### src/rtl/picomem_pkg.sv
// Shared types and constants for the PicoMem 2:1 arbiter.
// Latency: n/a (package only).
// Backpressure: n/a (package only).
package picomem_pkg;

    // Arbiter FSM states: idle, granted to m0, granted to m1, one-cycle bubble.
    typedef enum logic [1:0] {
        ST_IDLE = 2'd0,
        ST_GNT0 = 2'd1,
        ST_GNT1 = 2'd2,
        ST_DONE = 2'd3
    } state_e;

    // Read data returned to a master whose transaction was killed by the watchdog.
    localparam logic [31:0] PICOMEM_ERR_RDATA = 32'hDEADBEEF;

    // One-hot owner codes presented on the grant output.
    localparam logic [1:0] GRANT_NONE = 2'b00;
    localparam logic [1:0] GRANT_M0   = 2'b01;
    localparam logic [1:0] GRANT_M1   = 2'b10;

endpackage

### src/rtl/picomem_arbiter_2_1.sv
// Round-robin 2:1 PicoMem arbiter with a per-transaction watchdog.
// Latency: 1 cycle arbitration, slave latency passed through, 1 bubble cycle after completion.
// Backpressure: non-granted master waits with ready=0; a stalled slave is cut off after TIMEOUT_CYCLES.
module picomem_arbiter_2_1
    import picomem_pkg::*;
#(
    parameter int unsigned TIMEOUT_CYCLES = 256,
    parameter logic [31:0] TIMEOUT_RDATA  = PICOMEM_ERR_RDATA,
    parameter bit          M0_FIRST       = 1'b1
) (
    input  logic        clk,
    input  logic        resetn,
    input  logic        m0_valid,
    input  logic [31:0] m0_addr,
    input  logic [31:0] m0_wdata,
    input  logic [3:0]  m0_wstrb,
    output logic        m0_ready,
    output logic [31:0] m0_rdata,
    input  logic        m1_valid,
    input  logic [31:0] m1_addr,
    input  logic [31:0] m1_wdata,
    input  logic [3:0]  m1_wstrb,
    output logic        m1_ready,
    output logic [31:0] m1_rdata,
    output logic        s_valid,
    output logic [31:0] s_addr,
    output logic [31:0] s_wdata,
    output logic [3:0]  s_wstrb,
    input  logic        s_ready,
    input  logic [31:0] s_rdata,
    output logic [1:0]  grant,
    output logic        timeout
);

    state_e state_q, state_d;
    // prio_q = 0: m0 wins a tie; prio_q = 1: m1 wins a tie.
    logic   prio_q, prio_d;
    logic   gnt0, gnt1, in_gnt;
    logic   wd_term;

    assign gnt0   = (state_q == ST_GNT0);
    assign gnt1   = (state_q == ST_GNT1);
    assign in_gnt = gnt0 | gnt1;

    // Grant decodes straight from the state flop, so it is glitch-free and drops with reset.
    assign grant   = {gnt1, gnt0};
    assign timeout = wd_term;

    generate
        if (TIMEOUT_CYCLES > 0) begin : g_wd
            localparam int WD_W = $clog2(TIMEOUT_CYCLES + 1);
            localparam logic [WD_W-1:0] WD_LAST = WD_W'(TIMEOUT_CYCLES - 1);

            logic [WD_W-1:0] wd_cnt_q, wd_cnt_d;

            // Count stalled grant cycles; held at zero outside a grant so every grant starts fresh.
            always_comb begin
                wd_cnt_d = wd_cnt_q;
                if (!in_gnt) begin
                    wd_cnt_d = '0;
                end else if (!s_ready) begin
                    wd_cnt_d = wd_cnt_q + 1'b1;
                end
            end

            // Watchdog counter register.
            always_ff @(posedge clk or negedge resetn) begin
                if (!resetn) begin
                    wd_cnt_q <= '0;
                end else begin
                    wd_cnt_q <= wd_cnt_d;
                end
            end

            // A coincident s_ready takes precedence over the terminal count.
            assign wd_term = in_gnt & ~s_ready & (wd_cnt_q == WD_LAST);
        end else begin : g_no_wd
            assign wd_term = 1'b0;
        end
    endgenerate

    // Route the granted master to the slave and the slave response back to that master only.
    always_comb begin
        s_valid  = 1'b0;
        s_addr   = '0;
        s_wdata  = '0;
        s_wstrb  = '0;
        m0_ready = 1'b0;
        m0_rdata = '0;
        m1_ready = 1'b0;
        m1_rdata = '0;
        if (gnt0) begin
            s_valid  = m0_valid & ~wd_term;
            s_addr   = m0_addr;
            s_wdata  = m0_wdata;
            s_wstrb  = m0_wstrb;
            m0_ready = s_ready | wd_term;
            m0_rdata = wd_term ? TIMEOUT_RDATA : s_rdata;
        end else if (gnt1) begin
            s_valid  = m1_valid & ~wd_term;
            s_addr   = m1_addr;
            s_wdata  = m1_wdata;
            s_wstrb  = m1_wstrb;
            m1_ready = s_ready | wd_term;
            m1_rdata = wd_term ? TIMEOUT_RDATA : s_rdata;
        end
    end

    // Next-state and round-robin priority; priority rotates only when a grant completes.
    always_comb begin
        state_d = state_q;
        prio_d  = prio_q;
        case (state_q)
            ST_IDLE: begin
                if (m0_valid && (!m1_valid || !prio_q)) begin
                    state_d = ST_GNT0;
                end else if (m1_valid) begin
                    state_d = ST_GNT1;
                end
            end
            ST_GNT0: begin
                if (s_ready || wd_term) begin
                    state_d = ST_DONE;
                    prio_d  = 1'b1;
                end
            end
            ST_GNT1: begin
                if (s_ready || wd_term) begin
                    state_d = ST_DONE;
                    prio_d  = 1'b0;
                end
            end
            ST_DONE: state_d = ST_IDLE;
            default: state_d = ST_IDLE;
        endcase
    end

    // State and priority registers; reset aborts any transaction in flight.
    always_ff @(posedge clk or negedge resetn) begin
        if (!resetn) begin
            state_q <= ST_IDLE;
            prio_q  <= ~M0_FIRST;
        end else begin
            state_q <= state_d;
            prio_q  <= prio_d;
        end
    end

endmodule

### config.mk
export PLATFORM = sky130hd
export DESIGN_NAME = picomem_arbiter_2_1
export DESIGN_NICKNAME = d
export VERILOG_FILES = /design/src/rtl/picomem_pkg.sv /design/src/rtl/picomem_arbiter_2_1.sv
export SDC_FILE = /design/constraint.sdc
export NUM_CORES = 1
export LEC_CHECK = 0
export BUFFER_PORTS_ARGS = -buffer_cell sky130_fd_sc_hd__buf_2
export CAP_MARGIN = 20
export CORE_AREA = 2 2 122 124
export CTS_BUF_LIST = sky130_fd_sc_hd__clkbuf_2 sky130_fd_sc_hd__clkbuf_4 sky130_fd_sc_hd__clkbuf_8
export DETAILED_ROUTE_END_ITERATION = 7
export DIE_AREA = 0 0 124 126
export PLACE_DENSITY = 0.53
export SETUP_SLACK_MARGIN = 0.05
export SLEW_MARGIN = 30
export SYNTH_ARGS = -nofsm -noshare
export SYNTH_HDL_FRONTEND = slang
export SYNTH_SLANG_ARGS = --single-unit
### constraint.sdc
create_clock -name clk -period 1.74 [get_ports clk]
set_input_delay 0.261 -clock clk [delete_from_list [all_inputs] [get_ports clk]]
set_output_delay 0.261 -clock clk [all_outputs]
set_load 0.01 [all_outputs]
* After elaboration in Yosys (flattened, before gate mapping)
Index checks and enable logic that the tools add are counted.
** Storage, ports and cells
- Input bits :: 173
- Output and inout bits :: 138
- Logic and storage cells :: 55
- Register bits after elaboration :: 12
- Latch bits :: 0
- Bits in read-only memories :: 0
- Memories :: 0
- RAM bits :: 0
** Cells by class
- Add/subtract/negate cells :: 1
- Mux-type cells :: 24
- Div/mod/pow operators :: 0
- Equal/unequal tests :: 9
- $mul :: 0
- Bitwise gates (word level) :: 8
- Shift-type cells :: 0
- Reduce and logical (&&, ||, !) cells :: 10
- Order comparisons :: 0
** Operators with widths (count)
- 32-bit 2-to-1 mux :: 8
- 9-bit 2-to-1 mux :: 2
- 9-bit by 1-bit adder with 9-bit output (second input constant) :: 1
- 9-bit by 8-bit equality test with 1-bit output (second input constant) :: 1
- 4-bit 2-to-1 mux :: 2
- 1-bit 2-to-1 mux :: 7
- 2-bit 2-to-1 mux :: 3
- 2-bit by 1-bit != test with 1-bit output (second input constant) :: 3
- 2-bit case mux with 3 select lines :: 1
- 1-bit AND :: 4
- 2-bit equality test (second input constant) :: 2
- 3-bit != test (second input constant) :: 1
- 3-bit AND reduction :: 1
- 2-bit by 1-bit equality test with 1-bit output (second input constant) :: 1
- 1-bit logical NOT :: 2
- 2-bit logical NOT :: 1
- 1-bit logical OR :: 2
- 2-bit != test (second input constant) :: 1
- 1-bit inverter :: 2
- 1-bit bitwise OR :: 2
- 1-bit case mux with 2 select lines :: 1
- 2-bit AND reduction :: 1
- 2-bit nonzero test :: 1
- 2-bit OR reduction :: 1
- 1-bit logical AND :: 1

* Longest topological paths before layout
- Depth in word-level cells :: 8
- Gate-level depth with buffers :: 8
- Mapped depth without buffers :: 7

* Least setup slack after synthesis
No wires, ideal clock.
- Path type :: register -> output
- From :: register g_wd.wd_cnt_q[0]
- To :: output port m0_rdata[19]
- Data required time :: 1.479 ns
- Path slack :: -0.070 ns
- Buffers on the path :: 1
- Arrival time :: 1.549 ns
- Cell stages (with the launch flop) :: 9
- Cells stage by stage :: dfrtp_1 ha_1 nand3_1 nor2_1 ha_1 nand3b_1 inv_2 buf_6 o21a_1
** Between the ends
- Cells in the longest elaborated chain, start to end :: 4
** RTL lines
- start, declared :: line picomem_arbiter_2_1.sv:54 : logic [WD_W-1:0] wd_cnt_q, wd_cnt_d;
- start signal, assigned :: line picomem_arbiter_2_1.sv:71 : wd_cnt_q <= wd_cnt_d;
- 9-bit by 8-bit equality test with 1-bit output :: line picomem_arbiter_2_1.sv:76 : assign wd_term = in_gnt & ~s_ready & (wd_cnt_q == WD_LAST);
- 1-bit AND :: line picomem_arbiter_2_1.sv:76
- named net timeout :: line picomem_arbiter_2_1.sv:32 : output logic timeout
- 32-bit 2-to-1 mux :: line picomem_arbiter_2_1.sv:98 : m0_rdata = wd_term ? TIMEOUT_RDATA : s_rdata;
- 32-bit 2-to-1 mux :: line picomem_arbiter_2_1.sv:92 : if (gnt0) begin
- end, declared :: line picomem_arbiter_2_1.sv:18 : output logic [31:0] m0_rdata,
The timed path passes the listed nets, and every way through them passes these cells.

* Final worst setup path
- From :: register g_wd.wd_cnt_q[0]
- To :: output port m1_rdata[5]
** Between the ends
- Cells in the longest elaborated chain, start to end :: 5
** RTL lines
- 9-bit by 8-bit equality test with 1-bit output :: line picomem_arbiter_2_1.sv:76
- 1-bit AND :: line picomem_arbiter_2_1.sv:76
- 32-bit 2-to-1 mux :: line picomem_arbiter_2_1.sv:105 : m1_rdata = wd_term ? TIMEOUT_RDATA : s_rdata;
- 32-bit 2-to-1 mux :: line picomem_arbiter_2_1.sv:99 : end else if (gnt1) begin
- 32-bit 2-to-1 mux :: line picomem_arbiter_2_1.sv:92
- end, declared :: line picomem_arbiter_2_1.sv:24 : output logic [31:0] m1_rdata,
Every way passes these cells.

==> results_dict.tcl <==
set metrics [dict create \
    status "complete, but fails checks" \
    failed_checks "negative setup slack" \
    detail_route.vias_per_cell 4.26 \
    slew_headroom_pct 77.7 \
    synthTopCellsByArea "sky130_fd_sc_hd__a22o_1, sky130_fd_sc_hd__o21a_1, sky130_fd_sc_hd__dfrtp_1" \
    num_io_pins 311 \
    share_of_the_yosys_chip_area_belonging_to_registers_pct 15.2 \
    yosys_most_used_dff "sky130_fd_sc_hd__dfrtp_1" \
    min-delay-path-class "primary input to register" \
    diodes 0 \
    p_leak_nw 2.56 \
    synthDominantCellAreaShare_pct 30.1 \
    rsz_0062_raised_after_global_routing "true" \
    globalRoute.totalOverflow 0 \
    buffer_ports.inserted 310 \
    route.vias.total 3219 \
    grt_max_degree 80 \
    globalRouteTotalUtil_pct 13.4 \
    clkSlewWorstSetupHoldPaths_ns 0.05 \
    post_route_cells_drive_above_1_share_pct 66.4 \
    period_needed_ns 2.11 \
    crit_arrival_ns 1.85 \
    place_hpwl_mm 9.82 \
    post_route_worst_setup_slack_ns -0.367 \
    timing.critical_path.cells "ha_2, nand3_2, nor2_2, ha_2, nand3b_1, inv_4, clkbuf_16, o21a_1, buf_2" \
    syn_to_final_growth_pct 126 \
    routed_wl_mm 12.4 \
    root_buffer "sky130_fd_sc_hd__clkbuf_8" \
    worstSkewPairLatency_ns 0.25 \
    routedWlPerCell_um 16.4 \
    dieArea_um2 15600 \
    final_hold_viol_count 0 \
    clock.fmax_mhz 475 \
    final_core_util_pct 31.3 \
    cell_count_after_synthesis 239 \
    finalNetCount 751 \
    tritoncts "done" \
    net_count_after_synthesis 418 \
    initial_core_utilization_pct 13.8 \
    yosysTopAreaCell "sky130_fd_sc_hd__a22o_1" \
    drt.antenna.violating_nets 0 \
    synth.distinct_cells 34 \
    drv_slew 0 \
    worstPathRequired_ns 1.48 \
    number_of_standard_cell_rows_in_the_floorplan 44 \
    final-setup-viol-count 136 \
    fillerInstances 1515 \
    fin_worst_hold_slack_ns 0.396 \
    coreArea_um2 14300 \
    seq_area_um2 300 \
    detail_route.first_pass.iterations 4 \
    grt_first_pass_wirelength_mm 16.1 \
    synth.cell_area_um2 1980 \
    async_reset_ff_share_pct 100 \
    critical_path_end_type "output pin" \
    syn_avg_cell_area_um2 8.29 \
    multi_input_comb_area_um2 1540 \
    die_x_um 124 \
    ys.warnings.count 0 \
    layout_worst_path_cycle_share_pct 121 \
    drt_iter0_markers 116 \
    ys_seq_elements 12 \
    peakVddDrop_uv 762 \
    worst-path-max-fanout 14 \
    cpPeakStageDelay_ns 0.35 \
    crit_type "register to output pin" \
    finalWeightedCongestion 0.810 \
    number_of_flops_mapped_to_enable_cells_by_yosys 0 \
    floorplan.die.height_um 126 \
    grt_pass1_vias 2859 \
    post-place-ws_ns -0.0728 \
    worst_path_max_delay_cell "sky130_fd_sc_hd__dfrtp_1" \
    power-per-cell-area_nw_per_um2 1600 \
    cts_num_sinks 12 \
    drt_drc 0 \
    critical-path-top-cell-by-count "sky130_fd_sc_hd__ha_2" \
    initial_antenna_violation_count 0 \
    cts_inserted_buffers 3 \
    worstMarginPinSlew_ns 0.334 \
    critPathLaunchType "register" \
    cts_buffer_depth 2 \
    clock-skew-final_ns 0.000546 \
    h-tree-depth 1 \
    max_cap_viol_count 0 \
]
[metrics by stage]
step           power, W  instance area [um^2]  TNS (ns)  instances
2_1_floorplan   0.00322                  1980     -2.34        239
3_3_place_gp    0.00577                  3960     -1.18        736
3_5_place_dp    0.00573                  3960     -2.68        736
4_1_cts         0.00664                  4230    -34.09        745
5_1_grt         0.00759                  4470    -55.40        755
6_report        0.00715                  4470    -41.96        755
[final timing paths]
| path | startpoint | endpoint | slack [ns] | depth (start not counted) |
|---|---|---|---|---|
| max | g_wd.wd_cnt_q[0] | m1_rdata[5] | -0.37 | 9 |
| min | m0_valid | state_q[0] | 0.40 | 3 |
| max reg2reg | state_q[0] | state_q[1] | 0.10 | 6 |
| min reg2reg | prio_q | prio_q | 0.50 | 1 |
| max in group asynchronous | resetn | state_q[1] | 1.09 | 2 |
| min in group asynchronous | resetn | g_wd.wd_cnt_q[5] | 0.42 | 2 |
[cell type report]
class	count	share of cell area, %
clock buffer	4	1.23
inverter	6	0.559
multi-input combinational	189	34.4
sequential	12	6.71
tap	184	5.15
timing repair buffer	360	52.0
[state kept, by name, indices dropped and copies added, names as in the netlist]
name / cells
prio_q: 1
state_q: 2
g_wd.wd_cnt_q: 9
[routing by layer]
layer  vias up  track usage (%)  routed length [um]
li1       1602                -                   -
met1      1491             16.6                5190
met2       121             25.1                6320
met3         5             1.45                 802
met4         0             1.72                  70
met5         -                0                   0
[worst max-delay path, delay by kind of cell (launching register included)]
family | cells | cell delay [ns]
DFF | 1 | 0.35
buffers and inverters | 3 | 0.48
and+or+nand+nor | 3 | 0.29
adders and majority gates | 2 | 0.37
AOI/OAI and AO/OA | 1 | 0.11
[repair_timing]
action / CTS / global route
setup endpoints to repair: 137 / 139
endpoints found under the hold margin: 12 / 0
setup buffers: 3 / 5
hold buffers: 1 / 0
pin swaps: 5 / 6
cloned: 2 / 5
resized for setup: 34 / 20
[layout by cell type (no fill, tap or decap), types with 3 or more instances in the layout]
master / count
sky130_fd_sc_hd__buf_12: 8
sky130_fd_sc_hd__and3_1: 16
sky130_fd_sc_hd__a22o_1: 68
sky130_fd_sc_hd__o21a_1: 50
sky130_fd_sc_hd__inv_1: 3
sky130_fd_sc_hd__buf_8: 4
sky130_fd_sc_hd__and2_1: 4
sky130_fd_sc_hd__buf_4: 23
sky130_fd_sc_hd__dfrtp_1: 12
sky130_fd_sc_hd__xnor2_1: 3
sky130_fd_sc_hd__nand2_1: 4
sky130_fd_sc_hd__buf_6: 25
sky130_fd_sc_hd__buf_2: 292
sky130_fd_sc_hd__o21ai_0: 5
sky130_fd_sc_hd__clkbuf_16: 5
sky130_fd_sc_hd__clkbuf_8: 4
sky130_fd_sc_hd__or3_1: 3
[power breakdown]
group	leakage, nW	switching [W]	internal (W)
Clock	0.0288	0.000111	0.000200
Sequential	0.158	0.0000338	0.000337
Combinational	2.38	0.00303	0.00343
Total	2.56	0.00318	0.00397
[Yosys cell counts (all sizes together) (4+ instances only)]
cell and count:
buf 23, a22o 68, o21a 50, nand2 4
o21ai 5, ha 6, and2 4, inv 6
clkbuf 9, dfrtp 12, nor2 5, and3 16
[cells by family after synthesis]
group                      share of synthesized area [%]
xor gates and xnor gates                            1.33
buffers and inverters                               10.7
adders and majority gates                           3.79
AOI/OAI and AO/OA                                   53.8
and+or+nand+nor                                     13.6
DFF                                                 15.2
muxes                                               1.58
Power figures use the tool's default switching activity.
